===== src/rtl/logic_reduce_tree_pipe.sv =====
// Pipelined OR/AND/XOR reduction tree with per-lane valid masking, a per-batch op tag and a global stall.
// Each tree level is one register stage. Latency is max(1, $clog2(NUM_INPUT_DATA)) enabled cycles.
module logic_reduce_tree_pipe #(
    parameter int NUM_INPUT_DATA = 16,
    parameter int DATA_WIDTH     = 8,
    localparam int NUM_LEVEL     = $clog2(NUM_INPUT_DATA),
    localparam int CNT_WIDTH     = $clog2(NUM_INPUT_DATA + 1)
) (
    input  logic                                 clk,
    input  logic                                 rst,
    input  logic                                 i_en,
    input  logic [1:0]                           i_op,
    input  logic [NUM_INPUT_DATA-1:0]            i_valid,
    input  logic [NUM_INPUT_DATA*DATA_WIDTH-1:0] i_data_bus,
    output logic                                 o_valid,
    output logic [DATA_WIDTH-1:0]                o_data_bus,
    output logic [CNT_WIDTH-1:0]                 o_count,
    output logic [1:0]                           o_op
);

    localparam int NUM_STAGE = (NUM_LEVEL < 1) ? 1 : NUM_LEVEL;

    localparam logic [1:0] OP_AND = 2'd1;
    localparam logic [1:0] OP_XOR = 2'd2;

    function automatic int nodes_at(input int level);
        int n;
        n = NUM_INPUT_DATA;
        for (int i = 0; i < level; i++) n = (n + 1) / 2;
        return n;
    endfunction

    function automatic logic [DATA_WIDTH-1:0] identity(input logic [1:0] op);
        return (op == OP_AND) ? '1 : '0;
    endfunction

    function automatic logic [DATA_WIDTH-1:0] combine(input logic [1:0]            op,
                                                      input logic [DATA_WIDTH-1:0] a,
                                                      input logic [DATA_WIDTH-1:0] b);
        case (op)
            OP_AND:  return a & b;
            OP_XOR:  return a ^ b;
            default: return a | b;
        endcase
    endfunction

    // Invalid lanes become the identity of the op so they cannot disturb the result.
    logic [DATA_WIDTH-1:0] masked_data  [NUM_INPUT_DATA];
    logic                  masked_valid [NUM_INPUT_DATA];
    logic [CNT_WIDTH-1:0]  masked_count [NUM_INPUT_DATA];

    always_comb begin
        for (int k = 0; k < NUM_INPUT_DATA; k++) begin
            masked_valid[k] = i_valid[k];
            masked_count[k] = CNT_WIDTH'(i_valid[k]);
            masked_data[k]  = i_valid[k] ? i_data_bus[k*DATA_WIDTH +: DATA_WIDTH] : identity(i_op);
        end
    end

    for (genvar s = 0; s < NUM_STAGE; s++) begin : g_stage
        logic [1:0] op_src;
        logic [1:0] op_q;

        if (s == 0) begin : g_op_src
            assign op_src = i_op;
        end else begin : g_op_src
            assign op_src = g_stage[s-1].op_q;
        end

        // NOTE: synchronous reset wins over the enable, so a reset also flushes a stalled pipe.
        always_ff @(posedge clk) begin
            if (rst)       op_q <= 2'd0;
            else if (i_en) op_q <= op_src;
        end

        for (genvar j = 0; j < nodes_at(s + 1); j++) begin : g_node
            localparam bit PAIR = (2 * j + 1 < nodes_at(s));

            logic [DATA_WIDTH-1:0] a_data, b_data, data_q;
            logic                  a_valid, b_valid, valid_q;
            logic [CNT_WIDTH-1:0]  a_count, b_count, count_q;

            if (s == 0) begin : g_a
                assign a_data  = masked_data[2*j];
                assign a_valid = masked_valid[2*j];
                assign a_count = masked_count[2*j];
            end else begin : g_a
                assign a_data  = g_stage[s-1].g_node[2*j].data_q;
                assign a_valid = g_stage[s-1].g_node[2*j].valid_q;
                assign a_count = g_stage[s-1].g_node[2*j].count_q;
            end

            // An odd last node is paired with the identity, which makes it a plain pass-through.
            if (!PAIR) begin : g_b
                assign b_data  = identity(op_src);
                assign b_valid = 1'b0;
                assign b_count = '0;
            end else if (s == 0) begin : g_b
                assign b_data  = masked_data[2*j+1];
                assign b_valid = masked_valid[2*j+1];
                assign b_count = masked_count[2*j+1];
            end else begin : g_b
                assign b_data  = g_stage[s-1].g_node[2*j+1].data_q;
                assign b_valid = g_stage[s-1].g_node[2*j+1].valid_q;
                assign b_count = g_stage[s-1].g_node[2*j+1].count_q;
            end

            always_ff @(posedge clk) begin
                if (rst) begin
                    data_q  <= '0;
                    valid_q <= 1'b0;
                    count_q <= '0;
                end else if (i_en) begin
                    data_q  <= combine(op_src, a_data, b_data);
                    valid_q <= a_valid | b_valid;
                    count_q <= a_count + b_count;
                end
            end
        end
    end

    assign o_valid    = g_stage[NUM_STAGE-1].g_node[0].valid_q;
    assign o_data_bus = g_stage[NUM_STAGE-1].g_node[0].data_q;
    assign o_count    = g_stage[NUM_STAGE-1].g_node[0].count_q;
    assign o_op       = g_stage[NUM_STAGE-1].op_q;

endmodule

===== config.mk =====
export PLATFORM = sky130hd
export DESIGN_NAME = logic_reduce_tree_pipe
export DESIGN_NICKNAME = d
export VERILOG_FILES = /design/src/rtl/logic_reduce_tree_pipe.sv
export SDC_FILE = /design/constraint.sdc
export NUM_CORES = 1
export LEC_CHECK = 0
export BUFFER_PORTS_ARGS = -buffer_cell sky130_fd_sc_hd__clkbuf_2
export CORE_ASPECT_RATIO = 0.5
export CORE_MARGIN = 5
export CORE_UTILIZATION = 54
export DETAILED_ROUTE_END_ITERATION = 8
export GPL_TIMING_DRIVEN = 0
export PLACE_DENSITY_LB_ADDON = 0.12
export SLEW_MARGIN = 20
export SYNTH_ARGS = -nofsm -noshare
export SYNTH_HDL_FRONTEND = slang
export SYNTH_SLANG_ARGS = --single-unit

===== constraint.sdc =====
create_clock -name clk -period 1.9 [get_ports clk]
set_input_delay 0.19 -clock clk [delete_from_list [all_inputs] [get_ports clk]]
set_output_delay 0.19 -clock clk [all_outputs]
set_load 0.1 [all_outputs]

==> summary.md <==
| Metric | Value |
|---|---|
| Outcome | `finished clean` |
| Post-synthesis simple-gate area fraction | `0.03106` |
| Compound-Gate Fraction of Synth Area | `0.2842` |
| # setup viols final | `0` |
| Max incr delay on CP | `0.33 ns` |
| Tcrit/Tclk final | `0.9877` |
| CTS Buf Count | `17` |
| WHS | `around 0.078 ns` |
| Maximum vdd drop | `between 0.0004 and 0.0005 V` |
| Worst slew pin tran | `about 0.95 ns` |
| Synth Area in XOR/XNOR | `0.001913` |
| Setup crit end kind | `flip-flop` |
| Placed Area | `15020 µm²` |
| Final Max Slew Viols | `0` |
| Post-DP HPWL | `34.39 mm` |
| Total Die Area | `28920 µm²` |
| Share of cells above drive strength 1 | `0.2179` |
| Fin cells | `a little over 2000` |
| DR WL/cell | `21.38 µm` |
| Cell Pwr Density | `690.7 nW/µm²` |
| ANT cells | `0` |
| Top cell by count, worst path | `inv_1` |
| Cts-stage hold buffer count | `0` |
| DRT Pass-1 Iters | `5` |
| Fin crit period | `1.877 ns` |
| Multiplexer area fraction after synthesis | `0.02477` |
| Critical path class | `primary input to flip-flop` |
| Clock Path Buffers | `2` |
| MaxCap Viol Count | `0` |
| Register area share after synthesis | `0.2681` |
| Per-cell via count in the routed design | `between 6 and 7` |
| WL final | `44.46 mm` |
| Met3 wire length | `around 3.7 mm` |
| WP data required | `between 2 and 2.5 ns` |
| Slowest-stage cell, CP | `a221oi_1` |
| Fin area | `16240 µm²` |
| Cells after Synth | `1559` |
| Critical path, cell by cell | `clkbuf_2 -> inv_1 -> ha_4 -> buf_8 -> nor2b_1 -> buf_6 -> a21oi_2 -> inv_1 -> ha_1 -> a221oi_1 -> a211o_1 -> o31ai_1` |
| Maximum clock frequency | `approximately 530 MHz` |
| CTS tree | `built` |
| Die Ht | `122.8 µm` |
| Slew HR | `0.3685` |
| Clk sinks | `approximately 180` |
| Total core area | `between 20000 and 30000 µm²` |
| Yosys Warn Count | `0` |
| # IOs | `about 170` |
| Syn Area/Cell | `8.812 µm²` |
| Largest family of logic cells by synthesized area | `compound AO/OA/AOI/OAI gates` |
| Tot Pwr | `between 10 and 15 mW` |
| Yosys reg bits | `between 150 and 200` |
| Met1 wire length | `19.78 mm` |
| Via count | `12480` |
| Initial antenna violation count | `0` |
| Critical path's top delay family | `compound AO/OA/AOI/OAI gates` |
| Nets | `roughly 2200` |
| Final Skew | `around 0.0084 ns` |
| Fillcell total | `2131` |
| Final routed DRC violation total | `0` |
| Area Growth Syn to Fin | `18.19%` |
| Total GRT Usage | `0.2977` |
| Routed Antenna Nets | `0` |
| Reg clk slew, reported paths | `0.07 ns` |
| Data arrival time of the critical path | `between 2 and 2.5 ns` |
| Most common cell after layout, fill and taps aside | `inv_1` |
| Commonest cells after routing, fill and taps aside | `inv_1, ha_1, dfxtp_1` |
| Root buffer cell | `clkbuf_16` |
| First-pass GRT wire length | `~68 mm` |
| Placer Congestion | `between 0.9 and 1` |
| Startpoint types | `primary input` |
| Drt first-iter violations | `roughly 1000` |
| CP max FO | `10` |
| Net Count, Synth | `around 2000` |
| Leak Pwr | `just under 8 nW` |
| Clock Latency Late Sink | `roughly 0.46 ns` |
| Hold Vio Cnt, Final | `0` |
| RSZ-0062 raised after global routing | `yes` |
| Vias in the first global route | `12520` |
| Yosys cell types | `27` |
| Largest net degree at the start of global routing | `19` |
| Site row count | `41` |
| Area of the mapped netlist | `roughly 14000 µm²` |
| Post-Synth Adder-Cell Area | `0.2634` |
| CP Buf/Inv Count | `5` |
| Global route overflow | `0` |
| Met2 WL post-DR | `roughly 20 mm` |
| H-tree depth | `4` |
| IO buf count | `between 150 and 200` |
| Hold Crit Class | `primary input to flip-flop` |
| Starting density of the core | `0.5465` |
| Width of the die | `235.6 µm` |
| Placed Instances | `a little over 2000` |
| Top Layer Used | `met4` |
-- sequential cells by signal (all words and copies together), names as in the netlist --
signal / flops
o_data_bus: 8
g_stage.op_q: 6
o_valid: 1
o_op: 2
g_stage.g_node.valid_q: 14
g_stage.g_node.data_q: 112
g_stage.g_node.count_q: 36
o_count: 5
-- worst reg2reg max path, stage by stage (launching register included) --
cell and delay (ns):
dfxtp_2 0.36, inv_1 0.05, ha_1 0.28, clkbuf_2 0.30, a221oi_2 0.34, a211o_1 0.24
o31ai_1 0.11
-- metrics by stage --
| step | setup TNS, ns | util | setup slack, ns |
|---|---|---|---|
| after CTS | 0 | 0.6254 | 0.003435 |
| after detailed placement | -44.92 | 0.5976 | -0.8586 |
| after global placement | -35.84 | 0.5976 | -0.7416 |
| after global routing | -0.05639 | 0.6459 | -0.01414 |
| after floorplan | -0.4155 | - | -0.02086 |
| final | 0 | 0.6459 | 0.02332 |
-- worst paths after layout --
path	end	from	slack (ns)	cells past startpoint
worst max-delay path	g_stage[0].g_node[7].data_q[0]	i_op[1]	0.02	12
worst min-delay path	g_stage[0].op_q[1]	i_op[1]	0.08	3
worst max register to register	g_stage[1].g_node[1].data_q[2]	g_stage[0].op_q[0]	0.08	6
worst min register to register	o_data_bus[4]	o_data_bus[4]	0.47	2
-- per-layer routing --
layer	track usage	up-vias
met5	0	-
met4	0.09601	0
met3	0.07611	76
met2	0.4847	405
met1	0.3920	6153
li1	-	5843
-- report_power, final --
group | switching [mW] | internal (mW)
clock network | 1.76 | 2.00
registers | 0.190 | 4.17
logic | 1.95 | 1.14
-- what timing repair did --
| item | in CTS | in global routing |
|---|---|---|
| gates resized for setup | 39 | 143 |
| buffers inserted | 0 | 1 |
| gates cloned | 0 | 0 |
| pin swaps | 4 | 19 |
| setup endpoints to repair | 104 | 84 |
-- cell families (layout without fill, tap and decap cells) --
| kind of cell | count (synthesis) | in the layout |
|---|---|---|
| XOR/XNOR | 3 | 3 |
| buffers and inverters | 428 | 604 |
| adder cells (fa/ha/maj) | 285 | 285 |
| AND/OR/NAND/NOR | 99 | 99 |
| AO/OA/AOI/OAI | 526 | 526 |
| multiplexers | 34 | 34 |
| flip-flops | 184 | 184 |
-- cells in the mapped netlist --
library cell | number | area share
buf_1 | 5 | 0.0014
a311oi_1 | 1 | 0.00064
a2111o_1 | 1 | 0.00082
nand2b_4 | 1 | 0.0010
xnor2_1 | 3 | 0.0019
nor2b_1 | 17 | 0.0077
a21o_1 | 3 | 0.0016
a221oi_1 | 120 | 0.077
o221ai_1 | 1 | 0.00064
buf_6 | 11 | 0.0090
inv_2 | 1 | 0.00027
clkbuf_1 | 90 | 0.025
dfxtp_1 | 184 | 0.27
nand2_1 | 10 | 0.0027
mux2i_1 | 34 | 0.025
inv_1 | 286 | 0.078
nor2_1 | 70 | 0.019
o31ai_1 | 112 | 0.061
a211o_1 | 120 | 0.077
fa_1 | 7 | 0.010
or3_1 | 1 | 0.00046
buf_4 | 2 | 0.0011
ha_1 | 278 | 0.25
a211oi_1 | 28 | 0.015
buf_2 | 33 | 0.012
a21oi_1 | 131 | 0.048
o21ai_0 | 9 | 0.0033
-- layout make-up --
cell class                 count  area (µm²)  share of cell area
buffer                       122       681.9             0.04200
clock buffer                  17       425.4             0.02620
clock inverter                15       186.4             0.01148
inverter                     287        1077             0.06635
multi-input combinational    947        8931              0.5501
sequential                   184        3686              0.2270
tap                          344       430.4             0.02651
timing repair buffer         163       818.3             0.05040
Note: power is estimated with default switching activity, not from simulation.
